## src/rtl/chacha_block_port.sv

```systemverilog
// ChaCha block port: loads key/counter/nonce bytes into the quarter-round
// array, kicks the round sequencer and streams the 64 keystream bytes out.
module chacha_block_port #(
  parameter logic [5:0] LOAD_BASE = 6'd16,
  parameter logic [5:0] LOAD_END  = 6'd63
) (
  input  logic       clk,
  input  logic       rst_n,
  input  logic       load_req,
  input  logic       gen_req,
  output logic       busy,
  input  logic       in_valid,
  output logic       in_ready,
  input  logic [7:0] in_data,
  output logic       out_valid,
  input  logic       out_ready,
  output logic [7:0] out_data,
  output logic       out_last,
  output logic [5:0] bus_addr,
  output logic [7:0] bus_wdata,
  output logic       bus_write,
  input  logic [7:0] bus_rdata,
  output logic       core_start,
  input  logic       core_done,
  output logic       inc_ctr
);

  typedef enum logic [2:0] {
    S_IDLE,
    S_LOAD,
    S_START,
    S_WAIT,
    S_DRAIN,
    S_INC
  } state_t;

  state_t     state, state_d;
  logic [5:0] addr_d;

  always_ff @(posedge clk or negedge rst_n) begin
    if (!rst_n) begin
      state    <= S_IDLE;
      bus_addr <= 6'd0;
    end else begin
      state    <= state_d;
      bus_addr <= addr_d;
    end
  end

  always_comb begin
    state_d    = state;
    addr_d     = bus_addr;
    in_ready   = 1'b0;
    bus_write  = 1'b0;
    out_valid  = 1'b0;
    out_last   = 1'b0;
    core_start = 1'b0;
    inc_ctr    = 1'b0;
    unique case (state)
      S_IDLE: begin
        if (load_req) begin
          state_d = S_LOAD;
          addr_d  = LOAD_BASE;
        end else if (gen_req) begin
          state_d = S_START;
        end
      end
      S_LOAD: begin
        in_ready  = 1'b1;
        bus_write = in_valid;
        if (in_valid) begin
          if (bus_addr == LOAD_END) begin
            state_d = S_IDLE;
            addr_d  = 6'd0;
          end else begin
            addr_d = bus_addr + 6'd1;
          end
        end
      end
      S_START: begin
        core_start = 1'b1;
        state_d    = S_WAIT;
      end
      S_WAIT: begin
        if (core_done) begin
          state_d = S_DRAIN;
          addr_d  = 6'd0;
        end
      end
      S_DRAIN: begin
        out_valid = 1'b1;
        out_last  = (bus_addr == 6'd63);
        if (out_ready) begin
          if (bus_addr == 6'd63) begin
            state_d = S_INC;
            addr_d  = 6'd0;
          end else begin
            addr_d = bus_addr + 6'd1;
          end
        end
      end
      S_INC: begin
        inc_ctr = 1'b1;
        state_d = S_IDLE;
      end
      default: begin
        state_d = S_IDLE;
        addr_d  = 6'd0;
      end
    endcase
  end

  // Data paths are gated so idle and reset leave every output at zero.
  assign busy      = (state != S_IDLE);
  assign bus_wdata = in_ready ? in_data : 8'd0;
  assign out_data  = out_valid ? bus_rdata : 8'd0;

endmodule

```

## config.mk

```make
export PLATFORM = sky130hd
export DESIGN_NAME = chacha_block_port
export DESIGN_NICKNAME = d
export VERILOG_FILES = /design/src/rtl/chacha_block_port.sv
export SDC_FILE = /design/constraint.sdc
export NUM_CORES = 1
export LEC_CHECK = 0
export CAP_MARGIN = 0
export CORE_ASPECT_RATIO = 0.6
export CORE_UTILIZATION = 31
export CTS_CLUSTER_SIZE = 20
export DETAILED_ROUTE_END_ITERATION = 8
export GPL_ROUTABILITY_DRIVEN = 0
export PLACE_DENSITY_LB_ADDON = 0.25
export SETUP_SLACK_MARGIN = 0.3
export SLEW_MARGIN = 20
export SYNTH_ARGS = -nofsm -noshare
export SYNTH_HDL_FRONTEND = slang
export SYNTH_SLANG_ARGS = --single-unit
```

## constraint.sdc

```tcl
create_clock -name clk -period 1.7 [get_ports clk]
set_input_delay 0.255 -clock clk [delete_from_list [all_inputs] [get_ports clk]]
set_output_delay 0.255 -clock clk [all_outputs]
set_load 0.05 [all_outputs]
```

==> results.sh, run 1 <==
export IMPL_status="complete, but fails checks"
export IMPL_violations="setup timing"
export IMPL_drc=0
export IMPL_multi_input_comb_area_um2=744
export IMPL_initial_core_util_pct=34.2
export IMPL_core_um2=2240
export IMPL_grt_max_degree=10
export IMPL_n_antenna_cell=0
export IMPL_grt_pass1_vias=1120
export IMPL_grt_usage_pct=32.4
export IMPL_layout_commonest_cell="buf_4"
export IMPL_synth_edf_count=0
export IMPL_path_cells="buf_6, nor3b_4, buf_6, and2_4, buf_12"
export IMPL_rsz0062_at_grt="yes"
export IMPL_crit_family="buffers and inverters"
export IMPL_fin_crit_ps=1800
export IMPL_skew_ps=0.883
export IMPL_cp_arrival_ps=1540
export IMPL_leakage_nw=0.927
export IMPL_final_core_util_pct=96.0
export IMPL_ys_types=36
export IMPL_worst_slew_pin_transition_ps=473
export IMPL_ys_warnings_count=0
export IMPL_ctsHtreeMaxLevel=1
export IMPL_drive_gt1_share_pct=66.3
export IMPL_max_slew_margin_rel_pct=68.4
export IMPL_worstPathRequired_ps=1440
export IMPL_place_inst=181
export IMPL_endpoint_kind="output pin"
export IMPL_synthAdderAreaFrac_pct=1.63
export IMPL_ant_nets=0
export IMPL_cts_made_buffers=3
export IMPL_min_path_type="primary input to asynchronous set/reset pin"
export IMPL_clock_sinks=9
export IMPL_synth_top_family_by_area="simple AND/OR/NAND/NOR gates"
export IMPL_antenna_found_initial=0
export IMPL_power_density_nw_per_um2=1660
export IMPL_io_pins=52
export IMPL_vias=1310
export IMPL_maxSlewViolCount=0
export IMPL_synthMuxAreaShare_pct=0
export IMPL_dp_hpwl_um=2300
export IMPL_drtIter0Drc=61
export IMPL_final_cell_mix="26 x buf_4, 22 x clkdlybuf4s50_1, 22 x buf_12"
export IMPL_async_flop_share_pct=100
export IMPL_cts_path_max_buffers=2
export IMPL_yosysTopAreaCell="dfrtp_1"
export IMPL_critPathBufInv=3
export IMPL_synth_compound_area_share_pct=24.1
export IMPL_areaGrowthSynthToFinish_pct=181
export IMPL_wl_um=5080
export IMPL_synth_ff_type="dfrtp_1"
export IMPL_synth_top_cell_area_share_pct=29.4
export IMPL_final_nets=206
export IMPL_seq_area_um2=231
export IMPL_path_max_fanout=5
export IMPL_fin_ws_ps=-99.9
export IMPL_worstSkewPairLatency_ps=240
export IMPL_cp_common_cell="buf_6"
export IMPL_synth_area_um2=767
export IMPL_drv_cap=0
export IMPL_cts_tree="built"
export IMPL_ys_top_cells_by_area="dfrtp_1 29%, and2_1 14%, buf_6 4.4%"
export IMPL_fillers=50
export IMPL_grt_pass1_wl_um=6020
export IMPL_max_stage_delay_ps=420
export IMPL_fmax_mhz=556
export IMPL_io_buffers=51
export IMPL_cp_slowest_cell="dfrtp_1"
export IMPL_start_kind="flop"
export IMPL_ys_seq_area_share_pct=29.4
export IMPL_report_final_hold_viol_count=0
export IMPL_fin_crit_sh_pct=106
export IMPL_path_class="flop to output pin"
export IMPL_viasPerCell=6.21
export IMPL_avgSynthCellArea_um2=8.43
export IMPL_ir_drop_uv=1490
export IMPL_setup_viol=22
export IMPL_rows=13
export IMPL_wl_per_cell_um=24.1
export IMPL_syn_nets=115
export IMPL_syn_inst=91
export IMPL_grt_ovfl_total=0
export IMPL_dieArea_um2=2680
export IMPL_final_cells=211
export IMPL_drtPass1Iterations=4
export IMPL_die_x_um=66.2
export IMPL_clkTransAtPathRegs_ps=50
export IMPL_synth_seq_cells=9
export IMPL_die_height_um=40.5
export IMPL_ctsRootBufferMaster="clkbuf_8"
export IMPL_synthSimpleGateAreaFrac_pct=38.0
export IMPL_synth_xor_area_share_pct=0
kinds of logic after synthesis:
kind of cell	Yosys count
flip-flops	9
adder cells (fa/ha/maj)	1
AND/OR/NAND/NOR	46
buffers and inverters	8
AO/OA/AOI/OAI	27
repair_timing:
| action | CTS | global route |
|---|---|---|
| hold buffers | 0 | 0 |
| buffers inserted | 14 | 10 |
| cloned | 2 | 0 |
| pin swaps | 22 | 18 |
| gates resized for setup | 32 | 14 |
| endpoints found under the setup margin | 30 | 30 |
flip-flops by register name (all words and copies together), names as in the netlist:
name,count
bus_addr,6
state,3
routing by layer:
| metal | global-route usage (%) | share of wire (%) | up-vias |
|---|---|---|---|
| met2 | 59.2 | 47 | 124 |
| met4 | 16.0 | 7.5 | 0 |
| li1 | - | - | 521 |
| met5 | 0 | 0 | - |
| met3 | 12.2 | 11 | 54 |
| met1 | 34.6 | 35 | 611 |
final timing paths:
| kind | from | to | slack (ps) | depth (start not counted) |
|---|---|---|---|---|
| worst max register to register | state[2]$_DFFE_PN0P_ | bus_addr[5]$_DFFE_PN0P_ | -90 | 6 |
| worst min-delay path | rst_n | state[2]$_DFFE_PN0P_ | 340 | 1 |
| max in group asynchronous | rst_n | bus_addr[4]$_DFFE_PN0P_ | 1010 | 1 |
| worst min register to register | bus_addr[2]$_DFFE_PN0P_ | bus_addr[2]$_DFFE_PN0P_ | 580 | 1 |
| min in group clk | bus_addr[2]$_DFFE_PN0P_ | bus_addr[2]$_DFFE_PN0P_ | 580 | 1 |
| worst max-delay path | state[0]$_DFFE_PN0P_ | out_data[6] | -100 | 5 |
power by group:
part | internal [mW] | total [mW] | switching [mW]
clock | 0.165 | 0.263 | 0.0985
sequential | 0.302 | 0.431 | 0.129
combinational | 1.35 | 2.89 | 1.54
total | 1.81 | 3.58 | 1.77
cell usage after synthesis (all sizes together) (2+ instances only):
library cell,instances
nand2,5
buf,3
a21o,2
nor2,4
nor3,3
and2,17
o22ai,2
o211ai,3
nor4b,2
nand2b,5
inv,4
a21oi,6
o21ai,4
nand3,3
dfrtp,9
area by class of cell:
cell class | count | area share, %
tap | 30 | 1.74
inverter | 4 | 0.697
sequential | 9 | 10.7
timing repair buffer | 89 | 50.2
clock buffer | 4 | 2.09
multi-input combinational | 75 | 34.6
metrics by stage:
step	TNS, ps	setup WS (ps)	total power, mW	hold WS (ps)	instance area, um^2
2_1_floorplan	0	63.1	1.69	-40.6	910
3_3_place_gp	-475	-125	2.46	528	1710
3_5_place_dp	-724	-209	2.52	527	1710
4_1_cts	-208	-30.4	3.20	342	2020
5_1_grt	-2170	-135	3.67	385	2150
6_report	-1570	-99.9	3.58	344	2150
No activity file was read; power rests on OpenSTA's default activity.
==> inputs of run 2 (changes only) <==
==> constraint.sdc (replaced) <==
create_clock -name clk -period 1.7 [get_ports clk]
set_input_delay 0.17 -clock clk [delete_from_list [all_inputs] [get_ports clk]]
set_output_delay 0.17 -clock clk [all_outputs]
set_load 0.05 [all_outputs]
==> run 2 against run 1 <==
Effect of this change: the flow still finishes with violations (setup timing); sequential cell count stayed put; count of clock-buffer cells in the layout did not move; critical path depth is 1 higher; clock skew is 6.1 ps higher; power down 2.5%; global-route usage is 0.36 points higher; clock power rose by 7.6%; utilization fell by 3.7 points; via count is 6.8% lower; design area decreased by 3.9%; non-clock buffer count down 9; hold slack worse by 100 ps.
==> results.sh, run 2 (synthesis gave the netlist of run 1 again) <==
export IMPL_top_regs="bus_addr (6), state (3)"
export IMPL_stdcell_area_um2=2070
export IMPL_drtIter0Drc=72
export IMPL_hold_slack_ps=244
export IMPL_path_cells="buf_4, and4bb_1, nor3_2, buf_4, nand3_2, o21ai_2"
export IMPL_placed_area_um2=1680
export IMPL_switchingPower_mw=1.75
export IMPL_setup_viol=4
export IMPL_path_max_fanout=6
export IMPL_n_antenna_cell=0
export IMPL_preCtsSetupSlack_ps=-84.4
export IMPL_power_mw=3.49
export IMPL_regMostFlops="bus_addr"
export IMPL_cts_tree="built"
export IMPL_cts_hold_fix_buffers=0
export IMPL_skew_ps=7.01
export IMPL_grt_usage_pct=32.8
export IMPL_seq_power_share_pct=12.7
export IMPL_cts_made_buffers=3
export IMPL_grt_pass1_vias=1117
export IMPL_violations="setup timing"
export IMPL_cts_path_max_buffers=2
export IMPL_rsz0062_at_grt="yes"
export IMPL_report_final_hold_viol_count=0
export IMPL_clkTransAtPathRegs_ps=60
export IMPL_cp_common_cell="buf_4"
export IMPL_dieArea_um2=2680
export IMPL_drv_cap=0
export IMPL_areaGrowthSynthToFinish_pct=170
export IMPL_dp_hpwl_um=2290
export IMPL_max_stage_delay_ps=440
export IMPL_die_x_um=66.2
export IMPL_path_class="flop to flop"
export IMPL_start_kind="flop"
export IMPL_antenna_found_initial=0
export IMPL_final_cells=202
export IMPL_ir_drop_uv=1350
export IMPL_cp_arrival_ps=1880
export IMPL_wl_per_cell_um=23.3
export IMPL_final_core_util_pct=92.3
export IMPL_p_int_mw=1.74
export IMPL_fin_crit_sh_pct=101
export IMPL_p_sw_share_pct=50.2
export IMPL_fillers=90
export IMPL_p_clk_share_pct=8.1
export IMPL_power_density_nw_per_um2=1690
export IMPL_endpoint_kind="flop"
export IMPL_min_path_type="primary input to asynchronous set/reset pin"
export IMPL_rows=13
export IMPL_combPwrFrac_pct=79.3
export IMPL_wl_um=4700
export IMPL_ctsHtreeMaxLevel=1
export IMPL_grt_ovfl_total=0
export IMPL_grt_max_degree=10
export IMPL_viasPerCell=6.04
export IMPL_status="complete, but fails checks"
export IMPL_worstPathRequired_ps=1860
export IMPL_largest_reg_flops=6
export IMPL_core_um2=2240
export IMPL_max_slew_margin_rel_pct=67.5
export IMPL_layout_commonest_cell="buf_4"
export IMPL_place_inst=180
export IMPL_finalSetupTns_ps=-62.0
export IMPL_fin_ws_ps=-24.1
export IMPL_cp_slowest_cell="dfrtp_2"
export IMPL_drtPass1Iterations=5
export IMPL_io_buffers=51
export IMPL_drive_gt1_share_pct=67.4
export IMPL_initial_core_util_pct=34.2
export IMPL_fin_crit_ps=1720
export IMPL_final_cell_mix="26 x buf_4, 24 x buf_12, 22 x clkdlybuf4s50_1"
export IMPL_maxSlewViolCount=0
export IMPL_clock_sinks=9
export IMPL_die_height_um=40.5
export IMPL_worstSkewPairLatency_ps=250
export IMPL_ant_nets=0
export IMPL_drc=0
export IMPL_ctsRootBufferMaster="clkbuf_8"
export IMPL_fmax_mhz=580
export IMPL_final_nets=197
export IMPL_worst_slew_pin_transition_ps=485
export IMPL_io_pins=52
export IMPL_grt_pass1_wl_um=5890
export IMPL_leakage_nw=0.863
export IMPL_vias=1221
run 2: power by group through the flow:
| stage | registers [mW] | clock network, mW | logic [mW] |
|---|---|---|---|
| 2_1_floorplan | 0.598 | 0 | 1.08 |
| 3_3_place_gp | 0.437 | 0 | 2.02 |
| 3_5_place_dp | 0.450 | 0 | 2.06 |
| 4_1_cts | 0.418 | 0.260 | 2.51 |
| 5_1_grt | 0.452 | 0.289 | 2.84 |
| 6_report | 0.442 | 0.283 | 2.77 |
run 2: repair_timing:
| action | 4_1_cts | 5_1_grt |
|---|---|---|
| resized for setup | 31 | 12 |
| pin swaps | 19 | 6 |
| cloned | 2 | 0 |
| setup buffers | 15 | 1 |
| endpoints found under the setup margin | 30 | 31 |
run 2: final timing paths:
path | from | to | slack, ps | depth (start not counted)
setup reg to reg | state[0]$_DFFE_PN0P_ | bus_addr[0]$_DFFE_PN0P_ | -20 | 6
min in group clk | gen_req | state[1]$_DFFE_PN0P_ | 540 | 3
hold reg to reg | bus_addr[2]$_DFFE_PN0P_ | bus_addr[2]$_DFFE_PN0P_ | 590 | 1
setup / recovery | state[0]$_DFFE_PN0P_ | bus_addr[0]$_DFFE_PN0P_ | -20 | 6
hold / removal | rst_n | bus_addr[3]$_DFFE_PN0P_ | 240 | 1
max in group asynchronous | rst_n | state[2]$_DFFE_PN0P_ | 1090 | 1
run 2: per-layer routing:
metal  up-vias  part of all wire [%]  track usage [%]  wire [um]
met3        23                    12             11.9        549
met1       591                    37             36.7       1750
li1        494                     -                -          -
met2       113                    48             55.6       2240
met4         0                   3.4             20.2        161
met5         -                     0                0          0
run 2: area by class of cell:
class | count | area [um^2] | share of cell area [%]
clock buffers | 4 | 45.0 | 2.18
inverters | 4 | 18.8 | 0.906
multi-input cells | 75 | 746 | 36.0
flip-flops and latches | 9 | 234 | 11.3
well taps | 30 | 37.5 | 1.81
repair buffers | 80 | 990 | 47.8
run 2: critical path: cells and delay by family, from the launching register on:
family | cells | cell delay (ps)
compound gates | 1 | 210
flops | 1 | 440
simple gates | 3 | 580
buf+inv | 2 | 390
==> inputs of run 3 (changes only) <==
--- a/config.mk
+++ b/config.mk
@@ -8,12 +8,11 @@
 export CAP_MARGIN = 0
 export CORE_ASPECT_RATIO = 0.6
 export CORE_UTILIZATION = 31
-export CTS_CLUSTER_SIZE = 20
 export DETAILED_ROUTE_END_ITERATION = 8
 export GPL_ROUTABILITY_DRIVEN = 0
 export PLACE_DENSITY_LB_ADDON = 0.25
 export SETUP_SLACK_MARGIN = 0.3
-export SLEW_MARGIN = 20
+export SLEW_MARGIN = 5
 export SYNTH_ARGS = -nofsm -noshare
 export SYNTH_HDL_FRONTEND = slang
 export SYNTH_SLANG_ARGS = --single-unit
==> results of run 3 <==
Same layout as run 2: the final DEF is identical, and so are final timing and power.
